**src/rtl/imm_gen_pkg.sv**
```systemverilog
// Shared types and RISC-V opcode constants for the decode-stage immediate generator.
package imm_gen_pkg;

    typedef enum logic [2:0] {
        IMM_I    = 3'b000,
        IMM_S    = 3'b001,
        IMM_B    = 3'b010,
        IMM_U    = 3'b011,
        IMM_J    = 3'b100,
        IMM_CSR  = 3'b101,
        IMM_AUTO = 3'b110,
        IMM_RSV  = 3'b111
    } imm_type_e;

    localparam logic [6:0] OP_IMM   = 7'b0010011;
    localparam logic [6:0] LOAD     = 7'b0000011;
    localparam logic [6:0] JALR     = 7'b1100111;
    localparam logic [6:0] OP_IMM32 = 7'b0011011;
    localparam logic [6:0] STORE    = 7'b0100011;
    localparam logic [6:0] BRANCH   = 7'b1100011;
    localparam logic [6:0] LUI      = 7'b0110111;
    localparam logic [6:0] AUIPC    = 7'b0010111;
    localparam logic [6:0] JAL      = 7'b1101111;
    localparam logic [6:0] SYSTEM   = 7'b1110011;

    // SYSTEM splits on funct3[2]: the immediate CSR forms carry zimm, the rest use the I field.
    function automatic imm_type_e decode_opcode(input logic [31:0] instr);
        case (instr[6:0])
            OP_IMM, LOAD, JALR, OP_IMM32: return IMM_I;
            STORE:                        return IMM_S;
            BRANCH:                       return IMM_B;
            LUI, AUIPC:                   return IMM_U;
            JAL:                          return IMM_J;
            SYSTEM:                       return instr[14] ? IMM_CSR : IMM_I;
            default:                      return IMM_RSV;
        endcase
    endfunction

endpackage

```
**src/rtl/imm_extract.sv**
```systemverilog
// Combinational immediate extraction: resolves the immediate type and builds the
// XLEN-wide immediate from a 32-bit instruction word.
module imm_extract
    import imm_gen_pkg::*;
#(
    parameter int XLEN        = 32,
    parameter int AUTO_DECODE = 1
) (
    input  logic [31:0]     instr,
    input  logic [2:0]      imm_type,
    output logic [XLEN-1:0] imm,
    output logic [2:0]      resolved_type,
    output logic            illegal
);

    imm_type_e   sel;
    logic [31:0] imm32;

    // Every format is formed at 32 bits first; widening to XLEN is one sign extension.
    function automatic logic [XLEN-1:0] sext32(input logic [31:0] v);
        logic [XLEN-1:0] r;
        r       = {XLEN{v[31]}};
        r[31:0] = v;
        return r;
    endfunction

    always_comb begin
        sel = imm_type_e'(imm_type);
        if (sel == IMM_AUTO) begin
            sel = (AUTO_DECODE != 0) ? decode_opcode(instr) : IMM_RSV;
        end

        imm32   = '0;
        illegal = 1'b0;
        case (sel)
            IMM_I:   imm32 = {{20{instr[31]}}, instr[31:20]};
            IMM_S:   imm32 = {{20{instr[31]}}, instr[31:25], instr[11:7]};
            IMM_B:   imm32 = {{19{instr[31]}}, instr[31], instr[7], instr[30:25],
                              instr[11:8], 1'b0};
            IMM_U:   imm32 = {instr[31:12], 12'b0};
            IMM_J:   imm32 = {{11{instr[31]}}, instr[31], instr[19:12], instr[20],
                              instr[30:21], 1'b0};
            IMM_CSR: imm32 = {27'b0, instr[19:15]};
            default: illegal = 1'b1;
        endcase

        imm           = sext32(imm32);
        resolved_type = illegal ? IMM_RSV : sel;
    end

endmodule

```
**src/rtl/imm_gen_pipe.sv**
```systemverilog
// Registered immediate generator with valid/ready on both sides and a two-entry
// skid buffer (output register plus skid register) for full-rate backpressure.
module imm_gen_pipe
    import imm_gen_pkg::*;
#(
    parameter int XLEN        = 32,
    parameter int TAG_W       = 8,
    parameter int AUTO_DECODE = 1
) (
    input  logic             clk,
    input  logic             rst,
    input  logic             in_valid,
    output logic             in_ready,
    input  logic [31:0]      instr_in,
    input  logic [2:0]       imm_type_in,
    input  logic [TAG_W-1:0] tag_in,
    output logic             out_valid,
    input  logic             out_ready,
    output logic [XLEN-1:0]  imm_out,
    output logic [2:0]       imm_type_out,
    output logic             illegal_out,
    output logic [TAG_W-1:0] tag_out
);

    logic [XLEN-1:0]  ext_imm;
    logic [2:0]       ext_type;
    logic             ext_illegal;

    logic             sk_valid;
    logic [XLEN-1:0]  sk_imm;
    logic [2:0]       sk_type;
    logic             sk_illegal;
    logic [TAG_W-1:0] sk_tag;

    logic             accept;
    logic             or_free;

    imm_extract #(
        .XLEN        (XLEN),
        .AUTO_DECODE (AUTO_DECODE)
    ) u_extract (
        .instr         (instr_in),
        .imm_type      (imm_type_in),
        .imm           (ext_imm),
        .resolved_type (ext_type),
        .illegal       (ext_illegal)
    );

    // Ready comes straight from the skid flop, so out_ready never reaches in_ready combinationally.
    assign in_ready = !sk_valid;
    assign accept   = in_valid && in_ready;
    assign or_free  = !out_valid || out_ready;

    always_ff @(posedge clk or posedge rst) begin
        if (rst) begin
            out_valid    <= 1'b0;
            imm_out      <= '0;
            imm_type_out <= '0;
            illegal_out  <= 1'b0;
            tag_out      <= '0;
            sk_valid     <= 1'b0;
            sk_imm       <= '0;
            sk_type      <= '0;
            sk_illegal   <= 1'b0;
            sk_tag       <= '0;
        end else if (or_free) begin
            // A parked skid entry is always older than anything arriving, so it goes first.
            if (sk_valid) begin
                out_valid    <= 1'b1;
                imm_out      <= sk_imm;
                imm_type_out <= sk_type;
                illegal_out  <= sk_illegal;
                tag_out      <= sk_tag;
                sk_valid     <= 1'b0;
            end else if (accept) begin
                out_valid    <= 1'b1;
                imm_out      <= ext_imm;
                imm_type_out <= ext_type;
                illegal_out  <= ext_illegal;
                tag_out      <= tag_in;
            end else begin
                out_valid    <= 1'b0;
            end
        end else if (accept) begin
            sk_valid   <= 1'b1;
            sk_imm     <= ext_imm;
            sk_type    <= ext_type;
            sk_illegal <= ext_illegal;
            sk_tag     <= tag_in;
        end
    end

endmodule

```
**config.mk**
```make
export PLATFORM = sky130hd
export DESIGN_NAME = imm_gen_pipe
export DESIGN_NICKNAME = d
export VERILOG_FILES = /design/src/rtl/imm_gen_pkg.sv /design/src/rtl/imm_extract.sv /design/src/rtl/imm_gen_pipe.sv
export SDC_FILE = /design/constraint.sdc
export NUM_CORES = 1
export LEC_CHECK = 0
export ABC_AREA = 1
export CAP_MARGIN = 40
export CELL_PAD_IN_SITES_DETAIL_PLACEMENT = 0
export CELL_PAD_IN_SITES_GLOBAL_PLACEMENT = 1
export CORE_MARGIN = 5
export CORE_UTILIZATION = 41
export CTS_CLUSTER_SIZE = 12
export DETAILED_ROUTE_END_ITERATION = 10
export PLACE_DENSITY_LB_ADDON = 0.15
export SYNTH_ARGS = -nofsm -noshare
export SYNTH_HDL_FRONTEND = slang
export SYNTH_HIERARCHICAL = 1
export SYNTH_SLANG_ARGS = --single-unit
```
**constraint.sdc**
```tcl
create_clock -name clk -period 9 [get_ports clk]
set_input_delay 1.8 -clock clk [delete_from_list [all_inputs] [get_ports clk]]
set_output_delay 1.8 -clock clk [all_outputs]
set_load 0.05 [all_outputs]
```
==> impl_metrics.ini, run 1 <==
[clock_tree]
cts_root_buffer = clkbuf_16
cts_resized = 0
clk_latency_ps = 350
cts_setup_buffers = 0
clk_path_buf_depth = 2
cts_tree = yes
cts_sinks = 90
clkSlewWorstSetupHoldPaths_ps = 60
ctsHoldBuffers = 0
cts-buffers-inserted = 9
cts_max_level = 3

[logic_synthesis]
synth_area_um2 = 4940
syn-num-nets = 733
yosysTopAreaCell = dfrtp_1
synth_cell_type_count = 27
yosysSeqAreaShare = 0.456
yosys_warnings = 6
synth_top_family_by_area = simple AND/OR/NAND/NOR gates
synth_compound_area_frac = 0.0152
synth_simple_gate_area_frac = 0.460
syn_avg_cell_area_um2 = 7.20
syn_inst = 686
synth_area_leaders = dfrtp_1 (46%), nand2_1 (31%), nand3_1 (6.4%)
ys_ff_latch = 90
synth_xor_area_frac = 0
netlist.area_leader.share = 0.456
synth-adder-area-share = 0
synth_mux_area_frac = 0

[worst_hold_path]
whs_path_depth = 2
min_from = sk_imm[31]
min_to = sk_imm[31]
hp-class = register to register

[floorplanning]
io_pins = 93
die_height_um = 120
dieArea_um2 = 14300
rows = 40
initial_core_util = 0.415
die_w_um = 120
core_area_um2 = 11900

[critical_path]
crit_path_start_kind = register
cp_max_fo = 46
crit_path_end_kind = primary output
r2r_slack_ps = 6820
path_class = register to primary output
crit_arrival_ps = 2370
crit_required_ps = 7200
ff2ff_path_depth = 6
r2r_end = imm_out[0]
worstReg2RegStart = sk_valid

[global_routing]
gr-total-overflow = 0
antenna_found_initial = 0
grt_pass1_wl_mm = 21.5
grt_use_total = 0.185
grt_pass1_vias = 4335
grt_start_max_net_pins = 60

[detailed_routing]
dr.pass1.iters = 5
wire_per_inst_um = 14.0
drc = 0
drtIter0Drc = 236
wl_mm = 12.8
vias = 4470
via_per_inst = 4.89
antenna_left = 0

[sta]
fin_setup_tns_ps = 0
timing.slew.headroom = 0.403
max_freq_mhz = 240
final_hold_viol_count = 0
timing.hold.ws_ps = 472
setup_viol_count_final = 0
finalCritPeriodShare = 0.464
worst_pin_slew_ps = 893
slew_violations = 0
fin_skew_ps = 5.92
finalCriticalPeriod_ps = 4170
rsz0062_at_grt = false

[power_and_ir_drop]
powerDensity_nw_per_um2 = 210
leakagePower_nw = 3.32
vdd_drop_max_mv = 0.110
finalPower_w = 0.00130

[place]
hpwl_mm = 8.75
io_buffers = 92
gp_congestion = 0.832

[cells_and_area]
fill_cells = 1192
layout-drive-gt1-share = 0.0913
antenna_cells = 0
syn_to_final_growth_pct = 25.6
post-route-util = 0.521
nets = 809

[status]
outcome = finished, final reports clean

[flow_run]
drv_cap = 0
[layout make-up]
cell class / count / area [um2] / area share
clock buffers: 14 / 274 / 0.0442
clock inverters: 2 / 10.0 / 0.00161
inverters: 31 / 120 / 0.0194
multi-input cells: 533 / 2350 / 0.378
flip-flops and latches: 90 / 2250 / 0.363
well taps: 147 / 184 / 0.0296
repair buffers: 97 / 1020 / 0.164
[state kept, by name (all words and copies together) (netlist names)]
signal and cells:
imm_out 32, sk_imm 32, sk_tag 8, tag_out 8, imm_type_out 3, sk_type 3
illegal_out 1, out_valid 1, sk_illegal 1, sk_valid 1
[critical path: stages, from the launching register on]
cell	delay (ps)
dfrtp_2	490
buf_12	210
inv_4	390
clkdlybuf4s50_1	910
[power breakdown]
group	internal (W)	total (W)	switching (W)
registers	0.000479	0.000520	0.0000404
logic	0.000139	0.000420	0.000281
clock network	0.000209	0.000362	0.000153
total	0.000828	0.00130	0.000475
[worst max path at each step]
stage / startpoint / end / slack (ps) / depth (start not counted)
floorplan: rst / illegal_out / 4860 / 1
global placement: in_valid / sk_imm[19] / 4580 / 6
detailed placement: instr_in[2] / imm_out[26] / 4700 / 16
CTS: sk_valid / in_ready / 4790 / 3
global route: sk_valid / in_ready / 4750 / 3
finish: sk_valid / in_ready / 4830 / 3
[metrics by stage]
stage / cells / setup slack, ps / instance area [um2]
floorplan: 686 / 4860 / 4940
global placement: 894 / 4580 / 5830
detailed placement: 898 / 4700 / 5920
CTS: 914 / 4790 / 6200
global route: 914 / 4750 / 6200
finish: 914 / 4830 / 6200
[synth_stat cells]
| cell | number |
|---|---|
| nand2_1 | 405 |
| dfrtp_1 | 90 |
| nand3_1 | 63 |
| inv_1 | 22 |
| buf_2 | 20 |
| nand2_2 | 10 |
| nor2_1 | 10 |
| inv_2 | 8 |
| nor2_4 | 8 |
| nand2_4 | 7 |
| buf_6 | 6 |
| nor3_1 | 6 |
| buf_4 | 5 |
| nand4_1 | 5 |
| o21ai_2 | 5 |
| nor2_2 | 4 |
| o21ai_0 | 2 |
| a21oi_4 | 1 |
| buf_8 | 1 |
| inv_4 | 1 |
| nand3_2 | 1 |
| nand3_4 | 1 |
| nor2_8 | 1 |
| nor3_2 | 1 |
| nor3_4 | 1 |
| nor3b_1 | 1 |
| o21ai_1 | 1 |
[cell families (layout without fill, tap and decap cells)]
| logic type | count (synthesis) | in the layout |
|---|---|---|
| AOI/OAI and AO/OA | 9 | 9 |
| buffers and inverters | 63 | 144 |
| DFF | 90 | 90 |
| and+or+nand+nor | 524 | 524 |
[layout by cell type, fill, tap and decap left out, drive strengths merged]
master / count
a21oi: 1
buf: 5
clkbuf: 14
clkdlybuf4s50: 92
clkinv: 3
dfrtp: 90
inv: 30
nand2: 422
nand3: 65
nand4: 5
nor2: 23
nor3: 8
nor3b: 1
o21ai: 8
[layer usage]
metal	wire length [um]	part of all wire	GRT usage
met1	6160	0.48	0.257
met2	5820	0.45	0.288
met3	644	0.050	0.0358
met4	184	0.014	0.0651
met5	0	0	0
No activity file was read; power rests on OpenSTA's default activity.
==> inputs of run 2 (changes only) <==
Settings changed: CORE_UTILIZATION 41 to 38.
Clock period 9 ns to 4.35 ns, I/O delays scaled along.
==> run 2 against run 1 <==
Net effect:
- cell area grew 1.2%
- routed wire length grew 4.4%
- register-to-register slack worse by 4900 ps
- hold slack worse by 4.0 ps
- clock-buffer cell count shrank 2
- first-iteration DRC count rose by 25%
==> impl_metrics.ini, run 2 (synthesis results as in run 1) <==
[status]
outcome = finished, final reports clean

[floorplanning]
io_pins = 93
die_height_um = 124
initial_core_util = 0.390
dieArea_um2 = 15400
die_w_um = 124
core_area_um2 = 12700
rows = 41

[sta]
max_freq_mhz = 341
slew_violations = 0
finalCriticalPeriod_ps = 2930
rsz0062_at_grt = false
layout_setup_ws_ps = 1420
fin_skew_ps = 5.63
worst_pin_slew_ps = 880
finalCritPeriodShare = 0.675
timing.slew.headroom = 0.411
final_hold_viol_count = 0
setup_viol_count_final = 0
fin_setup_tns_ps = 0
timing.hold.ws_ps = 468

[power_and_ir_drop]
clkPwrFrac = 0.323
switching_share = 0.349
vdd_drop_max_mv = 0.191
p_sw_w = 0.00100
finalPower_w = 0.00287
leakagePower_nw = 3.34
seqPwrFrac = 0.374
p_int_w = 0.00187
p_comb_frac = 0.303
powerDensity_nw_per_um2 = 457

[clock_tree]
cts_max_level = 3
cts_resized = 0
clkSlewWorstSetupHoldPaths_ps = 70
cts-buffers-inserted = 9
cts_sinks = 90
cts_root_buffer = clkbuf_16
clk_path_buf_depth = 2
clk_latency_ps = 340
ctsHoldBuffers = 0
cts_setup_buffers = 0
cts_tree = yes

[cells_and_area]
layout_commonest_cell = nand2_1
layout-drive-gt1-share = 0.0926
nets = 809
final_cell_mix = nand2_1 (405), clkdlybuf4s50_1 (92), dfrtp_1 (89)
layout.cells.non_filler = 939
syn_to_final_growth_pct = 27.2
antenna_cells = 0
reg_top3 = imm_out x32, sk_imm x32

[place]
gp_congestion = 0.815
place_inst = 923
hpwl_mm = 8.76
io_buffers = 92
place_ws_ps = 1090

[global_routing]
grt_pass1_wl_mm = 22.1
grt_start_max_net_pins = 91
antenna_found_initial = 0
grt_pass1_vias = 4377
grt_use_total = 0.182
gr-total-overflow = 0

[detailed_routing]
drc = 0
via_per_inst = 4.78
drtIter0Drc = 295
vias = 4484
antenna_left = 0
wl_mm = 13.4
dr.pass1.iters = 4
wire_per_inst_um = 14.2

[critical_path]
crit_path_start_kind = register
cp_max_fo = 46
crit_required_ps = 3480
crit_arrival_ps = 2060
crit_path_end_kind = primary output
path_class = register to primary output

[flow_run]
drv_cap = 0

[worst_hold_path]
hp-class = register to register
==> run 2: cell count changes in the layout (fill, tap and decap cells not counted), sizes merged <==
cell / delta
clkbuf: -2
clkinvlp: +1
clkinv: -2
bufinv: +3
==> run 2: final cells by class <==
| type | count | area [um2] |
|---|---|---|
| clock buffer | 12 | 256 |
| clock inverter | 4 | 97.6 |
| fill | 1281 | 6390 |
| inverter | 31 | 120 |
| multi-input combinational | 533 | 2350 |
| sequential | 90 | 2250 |
| tap | 172 | 215 |
| timing repair buffer | 97 | 991 |
==> run 2: critical path, stage by stage, from the launching register on <==
cell             delay, ps
dfrtp_2                420
inv_4                  390
clkdlybuf4s50_1        900
==> run 2: routing by layer <==
metal / track usage / wire length, um
met5: 0 / 0
met1: 0.256 / 6310
met2: 0.282 / 6140
met4: 0.0609 / 223
met3: 0.0372 / 701
==> run 2: power groups by stage <==
stage / clock network, W / registers [W] / logic, W
2_1_floorplan: 0 / 0.00134 / 0.000333
3_3_place_gp: 0 / 0.00108 / 0.000870
3_5_place_dp: 0 / 0.00109 / 0.000881
4_1_cts: 0.000948 / 0.00107 / 0.000884
5_1_grt: 0.000990 / 0.00109 / 0.000948
6_report: 0.000926 / 0.00107 / 0.000870
==> run 2: through the flow <==
step	util	area, um2
2_1_floorplan	-	4940
3_3_place_gp	0.466	5900
3_5_place_dp	0.468	5930
4_1_cts	0.496	6280
5_1_grt	0.496	6280
6_report	0.496	6280
==> run 2: path summary, 6_finish.rpt <==
path	to	start	cells past startpoint	slack, ps
worst max-delay path	in_ready	sk_valid	2	1420
worst min-delay path	sk_imm[20]	sk_imm[20]	2	470
worst max register to register	sk_imm[13]	sk_valid	7	1960
worst min register to register	sk_imm[20]	sk_imm[20]	2	470
max in group asynchronous	imm_type_out[1]	rst	3	2990
min in group asynchronous	tag_out[7]	rst	3	950
